## src/rtl/chimera_pkg.sv

```systemverilog
// Shared types and defaults for the chimera cluster power sequencer.
// Holds the sequencer state encoding and its default timing constants.
package chimera_pkg;

   localparam int ExtClusters         = 5;
   localparam int PwrSeqRstCycles     = 8;
   localparam int PwrSeqTimeoutCycles = 1024;

   typedef enum logic [3:0] {
      IDLE,
      ISO_ON,
      CLK_OFF,
      RST,
      CLK_ON,
      RST_REL,
      ISO_OFF,
      DONE,
      ABORT
   } pwr_seq_state_e;

endpackage

```

## src/rtl/chimera_pwr_rr_pick.sv

```systemverilog
// Combinational round-robin pick: first set bit of mask at or after ptr,
// wrapping modulo n. ptr is assumed to be below n.
module chimera_pwr_rr_pick #(
   parameter int N    = 5,
   parameter int IdxW = 3
) (
   input  logic [N-1:0]    mask,
   input  logic [IdxW-1:0] ptr,
   output logic            valid,
   output logic [IdxW-1:0] idx
);

   logic [IdxW:0] pos;

   // Scan offsets from farthest to nearest so the nearest eligible bit wins.
   always_comb begin
      valid = 1'b0;
      idx   = '0;
      pos   = '0;
      for (int i = N - 1; i >= 0; i--) begin
         pos = {1'b0, ptr} + (IdxW+1)'(i);
         if (pos >= (IdxW+1)'(N)) begin
            pos = pos - (IdxW+1)'(N);
         end
         if (mask[pos[IdxW-1:0]]) begin
            valid = 1'b1;
            idx   = pos[IdxW-1:0];
         end
      end
   end

endmodule

```

## src/rtl/chimera_cluster_pwr_seq.sv

```systemverilog
// Shared cluster power sequencer: one cluster at a time, isolation -> clock -> reset.
// Optional CHIMERA_PWR_SEQ_IRQ_EN adds done_irq_o / done_idx_o completion reporting.
module chimera_cluster_pwr_seq
   import chimera_pkg::*;
#(
   parameter int NumClusters   = ExtClusters,
   parameter int RstCycles     = PwrSeqRstCycles,
   parameter int TimeoutCycles = PwrSeqTimeoutCycles,
   parameter int CntWidth      = $clog2(TimeoutCycles + 1)
) (
   input  logic                   clk_i,
   input  logic                   rst_i,
   input  logic [NumClusters-1:0] pwr_req_i,
   output logic [NumClusters-1:0] pwr_state_o,
   output logic                   busy_o,
   output logic [NumClusters-1:0] err_o,
   input  logic [NumClusters-1:0] err_clr_i,
   output logic [NumClusters-1:0] iso_req_o,
   input  logic [NumClusters-1:0] iso_ack_i,
   output logic [NumClusters-1:0] clk_en_o,
`ifdef CHIMERA_PWR_SEQ_IRQ_EN
   output logic                           done_irq_o,
   output logic [$clog2(NumClusters)-1:0] done_idx_o,
`endif
   output logic [NumClusters-1:0] cluster_rst_o
);

   localparam int IdxW = $clog2(NumClusters);

   pwr_seq_state_e         state_q, state_d;
   logic [IdxW-1:0]        cur_q, cur_d;
   logic [IdxW-1:0]        ptr_q, ptr_d;
   logic                   dir_q, dir_d;
   logic [CntWidth-1:0]    cnt_q, cnt_d;
   logic [NumClusters-1:0] iso_q, iso_d;
   logic [NumClusters-1:0] clk_en_q, clk_en_d;
   logic [NumClusters-1:0] crst_q, crst_d;
   logic [NumClusters-1:0] pwr_q, pwr_d;
   logic [NumClusters-1:0] err_q, err_d;
   logic                   busy_q;

   logic [NumClusters-1:0] eligible;
   logic                   pick_valid;
   logic [IdxW-1:0]        pick_idx;
   logic [CntWidth-1:0]    cnt_inc;
   logic [IdxW-1:0]        ptr_adv;
   logic                   timed_out;
   logic                   rst_done;

   assign eligible  = (pwr_req_i ^ pwr_q) & ~err_q;
   assign cnt_inc   = (cnt_q == '1) ? cnt_q : cnt_q + CntWidth'(1);
   assign ptr_adv   = (cur_q == IdxW'(NumClusters - 1)) ? '0 : cur_q + IdxW'(1);
   assign timed_out = (cnt_q >= CntWidth'(TimeoutCycles));
   assign rst_done  = (cnt_q >= CntWidth'(RstCycles - 1));

   chimera_pwr_rr_pick #(
      .N    (NumClusters),
      .IdxW (IdxW)
   ) u_pick (
      .mask  (eligible),
      .ptr   (ptr_q),
      .valid (pick_valid),
      .idx   (pick_idx)
   );

   always_ff @(posedge clk_i) begin
      if (rst_i) begin
         state_q  <= IDLE;
         cur_q    <= '0;
         ptr_q    <= '0;
         dir_q    <= 1'b0;
         cnt_q    <= '0;
         iso_q    <= '0;
         clk_en_q <= '1;
         crst_q   <= '0;
         pwr_q    <= '1;
         err_q    <= '0;
         busy_q   <= 1'b0;
      end else begin
         state_q  <= state_d;
         cur_q    <= cur_d;
         ptr_q    <= ptr_d;
         dir_q    <= dir_d;
         cnt_q    <= cnt_d;
         iso_q    <= iso_d;
         clk_en_q <= clk_en_d;
         crst_q   <= crst_d;
         pwr_q    <= pwr_d;
         err_q    <= err_d;
         busy_q   <= (state_d != IDLE);
      end
   end

   // Output vectors are next-stated here so every port comes straight from a flop.
   always_comb begin
      state_d  = state_q;
      cur_d    = cur_q;
      ptr_d    = ptr_q;
      dir_d    = dir_q;
      cnt_d    = cnt_q;
      iso_d    = iso_q;
      clk_en_d = clk_en_q;
      crst_d   = crst_q;
      pwr_d    = pwr_q;
      err_d    = err_q & ~err_clr_i;
      unique case (state_q)
         IDLE: begin
            if (pick_valid) begin
               cur_d = pick_idx;
               dir_d = pwr_req_i[pick_idx];
               cnt_d = '0;
               if (pwr_req_i[pick_idx]) begin
                  clk_en_d[pick_idx] = 1'b1;
                  state_d            = CLK_ON;
               end else begin
                  iso_d[pick_idx] = 1'b1;
                  state_d         = ISO_ON;
               end
            end
         end
         ISO_ON: begin
            if (iso_ack_i[cur_q]) begin
               clk_en_d[cur_q] = 1'b0;
               state_d         = CLK_OFF;
            end else if (timed_out) begin
               state_d = ABORT;
            end else begin
               cnt_d = cnt_inc;
            end
         end
         CLK_OFF: begin
            crst_d[cur_q] = 1'b1;
            cnt_d         = '0;
            state_d       = RST;
         end
         RST: begin
            if (rst_done) begin
               state_d = DONE;
            end else begin
               cnt_d = cnt_inc;
            end
         end
         CLK_ON: begin
            cnt_d   = '0;
            state_d = RST_REL;
         end
         RST_REL: begin
            if (rst_done) begin
               crst_d[cur_q] = 1'b0;
               iso_d[cur_q]  = 1'b0;
               cnt_d         = '0;
               state_d       = ISO_OFF;
            end else begin
               cnt_d = cnt_inc;
            end
         end
         ISO_OFF: begin
            if (!iso_ack_i[cur_q]) begin
               state_d = DONE;
            end else if (timed_out) begin
               state_d = ABORT;
            end else begin
               cnt_d = cnt_inc;
            end
         end
         DONE: begin
            pwr_d[cur_q] = dir_q;
            ptr_d        = ptr_adv;
            state_d      = IDLE;
         end
         ABORT: begin
            // Put the cluster back exactly as it was before this request.
            err_d[cur_q] = 1'b1;
            if (dir_q) begin
               iso_d[cur_q]    = 1'b1;
               crst_d[cur_q]   = 1'b1;
               clk_en_d[cur_q] = 1'b0;
            end else begin
               iso_d[cur_q] = 1'b0;
            end
            ptr_d   = ptr_adv;
            state_d = IDLE;
         end
         default: state_d = IDLE;
      endcase
   end

`ifdef CHIMERA_PWR_SEQ_IRQ_EN
   logic            irq_q;
   logic [IdxW-1:0] idx_q;

   always_ff @(posedge clk_i) begin
      if (rst_i) begin
         irq_q <= 1'b0;
         idx_q <= '0;
      end else begin
         irq_q <= (state_q == DONE) || (state_q == ABORT);
         if ((state_q == DONE) || (state_q == ABORT)) begin
            idx_q <= cur_q;
         end
      end
   end

   assign done_irq_o = irq_q;
   assign done_idx_o = idx_q;
`endif

   assign pwr_state_o   = pwr_q;
   assign busy_o        = busy_q;
   assign err_o         = err_q;
   assign iso_req_o     = iso_q;
   assign clk_en_o      = clk_en_q;
   assign cluster_rst_o = crst_q;

endmodule

```

## config.mk

```make
export PLATFORM = sky130hd
export DESIGN_NAME = chimera_cluster_pwr_seq
export DESIGN_NICKNAME = d
export VERILOG_FILES = /design/src/rtl/chimera_pkg.sv /design/src/rtl/chimera_pwr_rr_pick.sv /design/src/rtl/chimera_cluster_pwr_seq.sv
export SDC_FILE = /design/constraint.sdc
export NUM_CORES = 1
export LEC_CHECK = 0
export CORE_MARGIN = 2
export CORE_UTILIZATION = 30
export DETAILED_ROUTE_END_ITERATION = 8
export PLACE_DENSITY = 0.48
export SYNTH_ARGS = -nofsm -noshare
export SYNTH_HDL_FRONTEND = slang
export SYNTH_HIERARCHICAL = 1
export SYNTH_SLANG_ARGS = --single-unit
```

## constraint.sdc

```tcl
create_clock -name clk_i -period 7.5 [get_ports clk_i]
set_input_delay 1.125 -clock clk_i [delete_from_list [all_inputs] [get_ports clk_i]]
set_output_delay 1.125 -clock clk_i [all_outputs]
set_load 0.02 [all_outputs]
```

==> results.yml, run 1 <==
setup_path:
  start_kind: "input port"
  cp_slowest_cell: "nor2_1"
  worst-setup-path-type: "in -> reg"
  cp.arrival_ps: 5490
  crit_chain: "clkdlybuf4s50_1 -> xnor2_1 -> nor2_1 -> nand2_1 -> a211oi_1 -> a311oi_1 -> or3b_1 -> o32a_1 -> mux2i_1 -> a221o_1 -> mux2i_1 -> nor2_1 -> a2111o_1 -> a2111o_1 -> o21ai_1"
  path_buf_inv: 1
  slowest_delay_ps: 490
  critPathRequiredTime_ps: 7720
  crit_fanout: 10
  crit_path_end_kind: "register"
  critical-path-top-delay-family: "compound AO/OA/AOI/OAI gates"
logic_synthesis:
  async_flop_share: 0
  yosysMostFrequentCell: "nor2_1"
  yosys-top-cells-area: "dfxtp_1 24%, nor2_1 5.3%, a21oi_1 4.8%, nand2_1 4.7%, ha_1 4.1%"
  synth_flop_cell: "dfxtp_1"
  synth_cell_types: 78
  synth_area_per_cell_um2: 7.58
  synth_edf_count: 0
  seq_area_frac_synth: 0.243
  synth-seq-cells: 48
  yosysWarnings: 6
  synth_top_area_share: 0.243
  synth_common_cells: "56 x nor2_1, 50 x nand2_1, 48 x dfxtp_1"
  syn_nets: 553
  synthCells: 522
  netlist_area_um2: 3960
  yosys.area.top_type: "dfxtp_1"
floorplanning:
  io_pins: 43
  num_rows: 41
  coreArea_um2: 12700
  dieWidth_um: 119
  die_height_um: 119
  die_area_um2: 14100
  initial_core_util: 0.311
global_route:
  grt_max_degree: 51
  grt_pass1_wl_um: 19700
  antenna_found_initial: 0
  globalRouteTotalUtil: 0.171
  grt_pass1_vias: 3678
  overflow: 0
clocking:
  cts_resized: 0
  clkSinkCount: 48
  hold_buffers: 0
  cts_max_level: 2
  clock_latency_ps: 290
  postCtsSetupBuffers: 0
  numCtsBuffers: 5
  cts_root_buffer: "clkbuf_16"
  ctsLongestPathBuffers: 2
  cts_tree: "done"
  clk_pin_slew_ps: 70
final_layout:
  fin_cells: 714
  diodes: 0
  fin_util: 0.360
  drive_gt1_frac: 0.0498
  fillers: 1381
  nNetsFinal: 573
  area_delta_synth_final_pct: 15.7
drt:
  vias_per_cell: 5.61
  drtPass1Iterations: 5
  drtAntennaViolNets: 0
  num_vias: 4009
  wirelength_um: 12400
  drt_iter0_markers: 375
  drc: 0
  avgRoutedWirePerCell_um: 17.4
power:
  p_total_mw: 0.957
  powerDensity_nw_per_um2: 209
  irDropWorstVdd_uv: 115
  leakagePower_nw: 1.56
job:
  maxCapViolCount: 0
placed_design:
  gp_congestion: 0.887
  dp_hpwl_um: 9120
  portBuffers: 42
  dp.cells: 707
timing:
  finalHoldViolations: 0
  tightest_slew_ps: 1030
  slew_headroom: 0.309
  max_freq_mhz: 190
  setup-violations-final: 0
  min_period_ps: 5270
  rsz0062_at_grt: "no"
  fin_hold_ws_ps: 471
  fin_skew_ps: 12.5
  min_period_over_period: 0.703
  finalSetupTns_ps: 0
  finalMaxSlewViolations: 0
worst_hold_path:
  hold_class: "reg -> reg"
status:
  status: "finished, final reports clean"
## layer usage
metal | global-route usage | part of all wire
met4 | 0.0379 | 0.0099
met5 | 0 | 0
met1 | 0.247 | 0.49
met3 | 0.0187 | 0.047
met2 | 0.274 | 0.45
## layout by cell type (no fill, tap or decap), types with 11 or more instances in the layout
cell,synthesis,layout
o21ai_0,13,13
mux2i_1,12,12
a21oi_1,38,38
nand2b_1,13,13
nor3_1,23,23
nor2b_1,23,23
o21ai_1,17,17
nand2_1,50,50
clkdlybuf4s50_1,0,41
nand3_1,27,27
ha_1,13,13
dfxtp_1,48,48
nor2_1,56,56
inv_1,11,11
## path summary, 6_finish.rpt
kind                      from      endpoint  slack (ps)  cells after the start
hold reg to reg       register      register         470                      2
setup / recovery  pwr_req_i[3]  iso_req_o[0]        2230                     15
hold / removal        register      register         470                      2
setup reg to reg      ptr_q[0]  iso_req_o[0]        2490                     16
## worst register-to-register path, delay by kind of cell, from the launching register on
family | cells | cell delay, ps
flops | 1 | 310
simple gates | 3 | 630
fa+ha+maj | 2 | 700
mux | 2 | 370
buf+inv | 2 | 590
compound gates | 7 | 2330
## report_power, final
part	leakage [nW]	internal (mW)	total, mW	switching [mW]
registers	0.389	0.280	0.331	0.0510
clock network	0.0657	0.121	0.220	0.0989
logic	1.10	0.152	0.406	0.254
total	1.56	0.553	0.957	0.404
## per-stage QoR
stage,area [µm²],worst slack [ps]
final,4570,2230
after global routing,4570,1890
after CTS,4570,2290
after detailed placement,4440,2020
after global placement,4440,2070
after floorplan,3960,3130
## cell type report
cell class                 count  area, µm²  area share
inverter                      12       45.0     0.00985
multi-input combinational    432       2790       0.611
tap                          172        215      0.0470
timing repair buffer          43        423      0.0925
sequential                    48        961       0.210
clock inverter                 2       12.5     0.00274
clock buffer                   5        125      0.0274
## kinds of logic after synthesis
family | Yosys count | synth area share
AOI/OAI and AO/OA | 148 | 0.265
muxes | 16 | 0.0484
and+or+nand+nor | 244 | 0.323
xor gates and xnor gates | 10 | 0.0240
adders and majority gates | 14 | 0.0462
buffers and inverters | 42 | 0.0509
DFF | 48 | 0.243
No activity file was read; power rests on OpenSTA's default activity.
==> run 2, diff against run 1 <==
PLACE_DENSITY = 0.49   (was 0.48)
clock period = 4.64 ns   (was 7.5 ns; I/O delays follow)
==> run 2 against run 1 <==
  * Clock skew fell by 6.3 ps
  * Via count rose by 0.22%
  * Final area rose by 4.3%
  * Core utilization rose by 1.6 points
  * Critical endpoint is now iso_req_o[4]
==> results.yml, run 2 (same netlist as run 1, synthesis figures left out) <==
status:
  status: "finished, final reports clean"
placed_design:
  portBuffers: 42
  dp_hpwl_um: 9170
  dp.cells: 728
  post-place-ws_ps: 25.7
  gp_congestion: 0.870
setup_path:
  critPathRequiredTime_ps: 4870
  crit_path_end_kind: "register"
  crit_chain: "inv_1 -> ha_1 -> ha_1 -> nor2b_1 -> a22o_1 -> or3b_1 -> a211oi_2 -> o32a_1 -> mux2i_1 -> a221o_1 -> mux2i_1 -> nor2_1 -> a2111o_1 -> a2111o_1 -> o21ai_1"
  path_buf_inv: 1
  cp_slowest_cell: "a2111o_1"
  crit_fanout: 8
  start_kind: "register"
  slowest_delay_ps: 460
  worst-setup-path-type: "reg -> reg"
  critical-path-top-delay-family: "compound AO/OA/AOI/OAI gates"
  cp.arrival_ps: 4500
drt:
  drtAntennaViolNets: 0
  drtPass1Iterations: 4
  vias_per_cell: 5.46
  wirelength_um: 12200
  avgRoutedWirePerCell_um: 16.6
  drc: 0
  num_vias: 4018
  drt_iter0_markers: 281
final_layout:
  final_common_cell: "nor2_1"
  drive_gt1_frac: 0.0887
  nNetsFinal: 594
  fin_cells: 736
  mostFrequentLayoutCells: "55 x nor2_1, 50 x nand2_1, 48 x dfxtp_1"
  diodes: 0
  area_delta_synth_final_pct: 20.7
  fillers: 1367
timing:
  finalHoldViolations: 0
  min_period_ps: 4270
  slew_headroom: 0.188
  finalSetupTns_ps: 0
  fin_skew_ps: 6.18
  tightest_slew_ps: 1210
  fin_hold_ws_ps: 466
  min_period_over_period: 0.921
  finalMaxSlewViolations: 0
  max_freq_mhz: 234
  worst_slack_ps: 367
  setup-violations-final: 0
  rsz0062_at_grt: "no"
clocking:
  clock_latency_ps: 290
  clkSinkCount: 48
  cts_root_buffer: "clkbuf_16"
  ctsLongestPathBuffers: 2
  clk_pin_slew_ps: 70
  hold_buffers: 0
  cts_max_level: 2
  numCtsBuffers: 5
  cts_tree: "done"
  postCtsSetupBuffers: 0
floorplanning:
  die_height_um: 119
  die_area_um2: 14100
  num_rows: 41
  initial_core_util: 0.311
  dieWidth_um: 119
  io_pins: 43
  coreArea_um2: 12700
global_route:
  grt_pass1_wl_um: 20200
  globalRouteTotalUtil: 0.175
  grt_pass1_vias: 3811
  antenna_found_initial: 0
  overflow: 0
  grt_max_degree: 34
job:
  maxCapViolCount: 0
worst_hold_path:
  hold_class: "reg -> reg"
power:
  leakagePower_nw: 1.67
  irDropWorstVdd_uv: 157
  powerDensity_nw_per_um2: 346
[run 2: cell types whose count changed in the layout (fill, tap and decap cells not counted)]
cell,before,now
nor2_2,0,1
buf_2,1,0
buf_4,1,22
clkdlybuf4s50_1,41,42
nor2_1,56,55
ha_1,13,12
ha_2,0,1
bufinv_16,0,1
[run 2: layout make-up]
cell class                 instances  area [µm²]  share of cell area
clock buffer                       5         125              0.0262
clock inverter                     3        42.5             0.00891
inverter                          12        45.0             0.00944
multi-input combinational        432        2800               0.586
sequential                        48         961               0.201
tap                              172         215              0.0451
timing repair buffer              64         586               0.123
[run 2: path summary, 6_finish.rpt]
path             from      endpoint  slack (ps)  cells after the start
min          register      register         470                      2
min reg2reg  register      register         470                      2
max reg2reg  ptr_q[1]  iso_req_o[4]         370                     15
max          ptr_q[1]  iso_req_o[4]         370                     15
[run 2: worst register-to-register path, stage by stage, from the launching register on]
cell and delay (ps):
dfxtp_1 330, inv_1 130, ha_1 260, ha_1 410, nor2b_1 180, a22o_1 240
or3b_1 370, a211oi_2 280, o32a_1 220, mux2i_1 80, a221o_1 400, mux2i_1 180
nor2_1 70, a2111o_1 430, a2111o_1 460, o21ai_1 160
[run 2: repair_timing]
item | CTS | global route
setup endpoints to repair | 0 | 1
hold endpoints to repair | 0 | 0
gates resized for setup | 0 | 2
[run 2: where the power goes]
group	switching [mW]	internal, mW	leakage [nW]
Clock	0.171	0.254	0.0798
Sequential	0.0776	0.452	0.389
Combinational	0.419	0.277	1.20
Total	0.668	0.982	1.67
[run 2: through the flow]
step / utilization / power (mW) / cell area, µm²
final: 0.375 / 1.65 / 4770
after global routing: 0.375 / 1.77 / 4770
after CTS: 0.375 / 1.66 / 4770
after detailed placement: 0.362 / 1.23 / 4600
after global placement: 0.362 / 1.22 / 4600
after floorplan: - / 1.00 / 3960
[run 2: per-layer routing]
| layer | up-vias | part of all wire | track usage |
|---|---|---|---|
| met5 | - | 0 | 0 |
| met4 | 0 | 0.012 | 0.0342 |
| met1 | 1902 | 0.49 | 0.250 |
| met2 | 99 | 0.46 | 0.277 |
| li1 | 2007 | - | - |
| met3 | 10 | 0.040 | 0.0307 |
==> run 3, diff against run 2 <==
ABC_AREA = 1   (was not set)
CELL_PAD_IN_SITES_DETAIL_PLACEMENT = 0   (was not set)
CELL_PAD_IN_SITES_GLOBAL_PLACEMENT = 1   (was not set)
PLACE_DENSITY = 0.66   (was 0.49)
==> run 3 against run 2 <==
  * Sequential power up 8.3%
  * Sequential share of layout area down 0.32 points
  * First-iteration DRC count down 3.6%
  * Register-to-register slack better by 410 ps
  * Combinational power up 55%
  * Maximum frequency up 11%
  * Count of clock-buffer cells in the layout unchanged
  * Critical path depth up 12
  * Die area up 3.3%
  * Area after synthesis up 3.4%
  * Critical path type unchanged
  * Critical endpoint is now iso_req_o[1]
  * Largest cell class unchanged
==> results.yml, run 3 <==
status:
  status: "finished, final reports clean"
setup_path:
  r2r_slack_ps: 780
  r2r_start: "ptr_q[0]"
  slowest_delay_ps: 350
  timing.rr.end: "iso_req_o[1]"
  worst-setup-path-type: "reg -> reg"
  worst_path_most_repeated_cell: "nand2_1"
  rr_worst_depth: 27
  critPathRequiredTime_ps: 4820
  worstSetupStartpoint: "ptr_q[0]"
  start_kind: "register"
  crit_path_end_kind: "register"
  crit_fanout: 8
  cp.arrival_ps: 4040
  cp_slowest_cell: "fa_1"
floorplanning:
  io_pins: 43
  num_rows: 42
  dieWidth_um: 121
  die_height_um: 121
  initial_core_util: 0.308
  die_area_um2: 14600
  coreArea_um2: 13300
final_layout:
  nNetsFinal: 746
  diodes: 0
  area_delta_synth_final_pct: 18.5
  drive_gt1_frac: 0.0908
  final_area_um2: 4850
  final_common_cell: "nand2_1"
  fin_util: 0.365
  mostFrequentLayoutCells: "215 x nand2_1, 89 x inv_1, 86 x nand3_1"
  fillers: 1442
drt:
  drc: 0
  drt_iter0_markers: 271
  vias_per_cell: 4.89
  num_vias: 4362
  avgRoutedWirePerCell_um: 13.9
  drtAntennaViolNets: 0
  drtPass1Iterations: 5
  wirelength_um: 12400
power:
  sequentialPowerShare: 0.275
  irDropWorstVdd_uv: 262
  p_switching_mw: 0.999
  clkPwrFrac: 0.208
  p_int_mw: 1.09
  powerDensity_nw_per_um2: 430
  leakagePower_nw: 2.27
  p_total_mw: 2.08
  p_sw_frac: 0.479
  combPwrFrac: 0.517
placed_design:
  gp_congestion: 0.872
  portBuffers: 42
  postPlaceCellArea_um2: 4680
  dp_hpwl_um: 9870
clocking:
  cts_tree: "done"
  ctsLongestPathBuffers: 2
  cts_max_level: 2
  clkSinkCount: 48
  cts_resized: 0
  clk_pin_slew_ps: 70
  postCtsSetupBuffers: 0
  hold_buffers: 0
  clock_latency_ps: 300
  numCtsBuffers: 5
  cts_root_buffer: "clkbuf_16"
logic_synthesis:
  synth_edf_count: 0
  yosysMostFrequentCell: "nand2_1"
  synth_area_per_cell_um2: 6.06
  synth_flop_cell: "dfxtp_1"
  synthCells: 675
  synth-seq-cells: 48
  yosys.area.top_type: "dfxtp_1"
  netlist_area_um2: 4090
  seq_area_frac_synth: 0.235
  yosys-top-cells-area: "dfxtp_1 23%, nand2_1 20%, nand3_1 11%, inv_1 8.2%, a21oi_1 4.8%"
  async_flop_share: 0
  synth_common_cells: "215 x nand2_1, 89 x inv_1, 86 x nand3_1"
  synth_top_area_share: 0.235
  yosysWarnings: 6
  syn_nets: 706
  synth_cell_types: 40
timing:
  finalSetupTns_ps: 0
  finalHoldViolations: 0
  fin_skew_ps: 7.32
  slew_headroom: 0.675
  finalMaxSlewViolations: 0
  tightest_slew_ps: 486
  min_period_ps: 3860
  setup-violations-final: 0
  min_period_over_period: 0.832
  max_freq_mhz: 259
  rsz0062_at_grt: "no"
global_route:
  grt_pass1_vias: 4057
  overflow: 0
  grt_max_degree: 34
  antenna_found_initial: 0
  globalRouteTotalUtil: 0.177
  grt_pass1_wl_um: 20500
job:
  maxCapViolCount: 0
worst_hold_path:
  hold_depth: 2
  hold_class: "reg -> reg"
-- run 3: metal layers --
layer  wire, µm  global-route usage  vias up
met5          0                   0        -
met4        174              0.0480        0
met3        519              0.0283       11
met2       5700               0.293       91
met1       6010               0.239     1979
li1           -                   -     2281
-- run 3: worst max-delay path by stage --
| stage | endpoint | slack (ps) | cells past startpoint |
|---|---|---|---|
| 6_report | iso_req_o[1] | 780 | 27 |
| 5_1_grt | iso_req_o[4] | 350 | 27 |
| 4_1_cts | iso_req_o[1] | 780 | 27 |
| 3_5_place_dp | iso_req_o[1] | 710 | 23 |
| 3_3_place_gp | iso_req_o[1] | 830 | 23 |
| 2_1_floorplan | iso_req_o[4] | 1330 | 27 |
-- run 3: through the flow --
| stage | setup slack, ps | hold WS (ps) | cells |
|---|---|---|---|
| 2_1_floorplan | 1330 | 467 | 675 |
| 3_3_place_gp | 832 | 458 | 884 |
| 3_5_place_dp | 708 | 465 | 884 |
| 4_1_cts | 780 | 477 | 892 |
| 5_1_grt | 347 | 495 | 892 |
| 6_report | 779 | 470 | 892 |
-- run 3: critical path, delay by kind of cell (launching register included) --
kind                     cells  cell delay, ps
AO/OA/AOI/OAI                3             430
AND/OR/NAND/NOR             16            1860
buffers and inverters        6             580
flip-flops                   1             310
adder cells (fa/ha/maj)      2             550
-- run 3: power by group through the flow --
stage	clock network, mW	registers, mW	logic [mW]
after floorplan	0	0.581	0.775
after global placement	0	0.583	1.08
after detailed placement	0	0.583	1.08
after CTS	0.445	0.573	1.08
after global routing	0.463	0.584	1.22
final	0.434	0.573	1.08
-- run 3: kinds of logic (layout without fill, tap and decap cells) --
| kind of cell | count (synthesis) | in the layout | synth area share |
|---|---|---|---|
| compound gates | 88 | 88 | 0.133 |
| simple gates | 408 | 408 | 0.457 |
| xor+xnor | 9 | 9 | 0.0229 |
| buf+inv | 108 | 149 | 0.107 |
| fa+ha+maj | 14 | 14 | 0.0447 |
| flops | 48 | 48 | 0.235 |
-- run 3: final cells by class --
type	instances	area (µm²)	share of cell area
Tap cell	176	220	0.0454
Multi-Input combinational cell	519	2690	0.555
Sequential cell	48	961	0.198
Timing Repair Buffer	44	435	0.0898
Clock buffer	5	125	0.0258
Inverter	97	369	0.0761
Clock inverter	3	46.3	0.00955
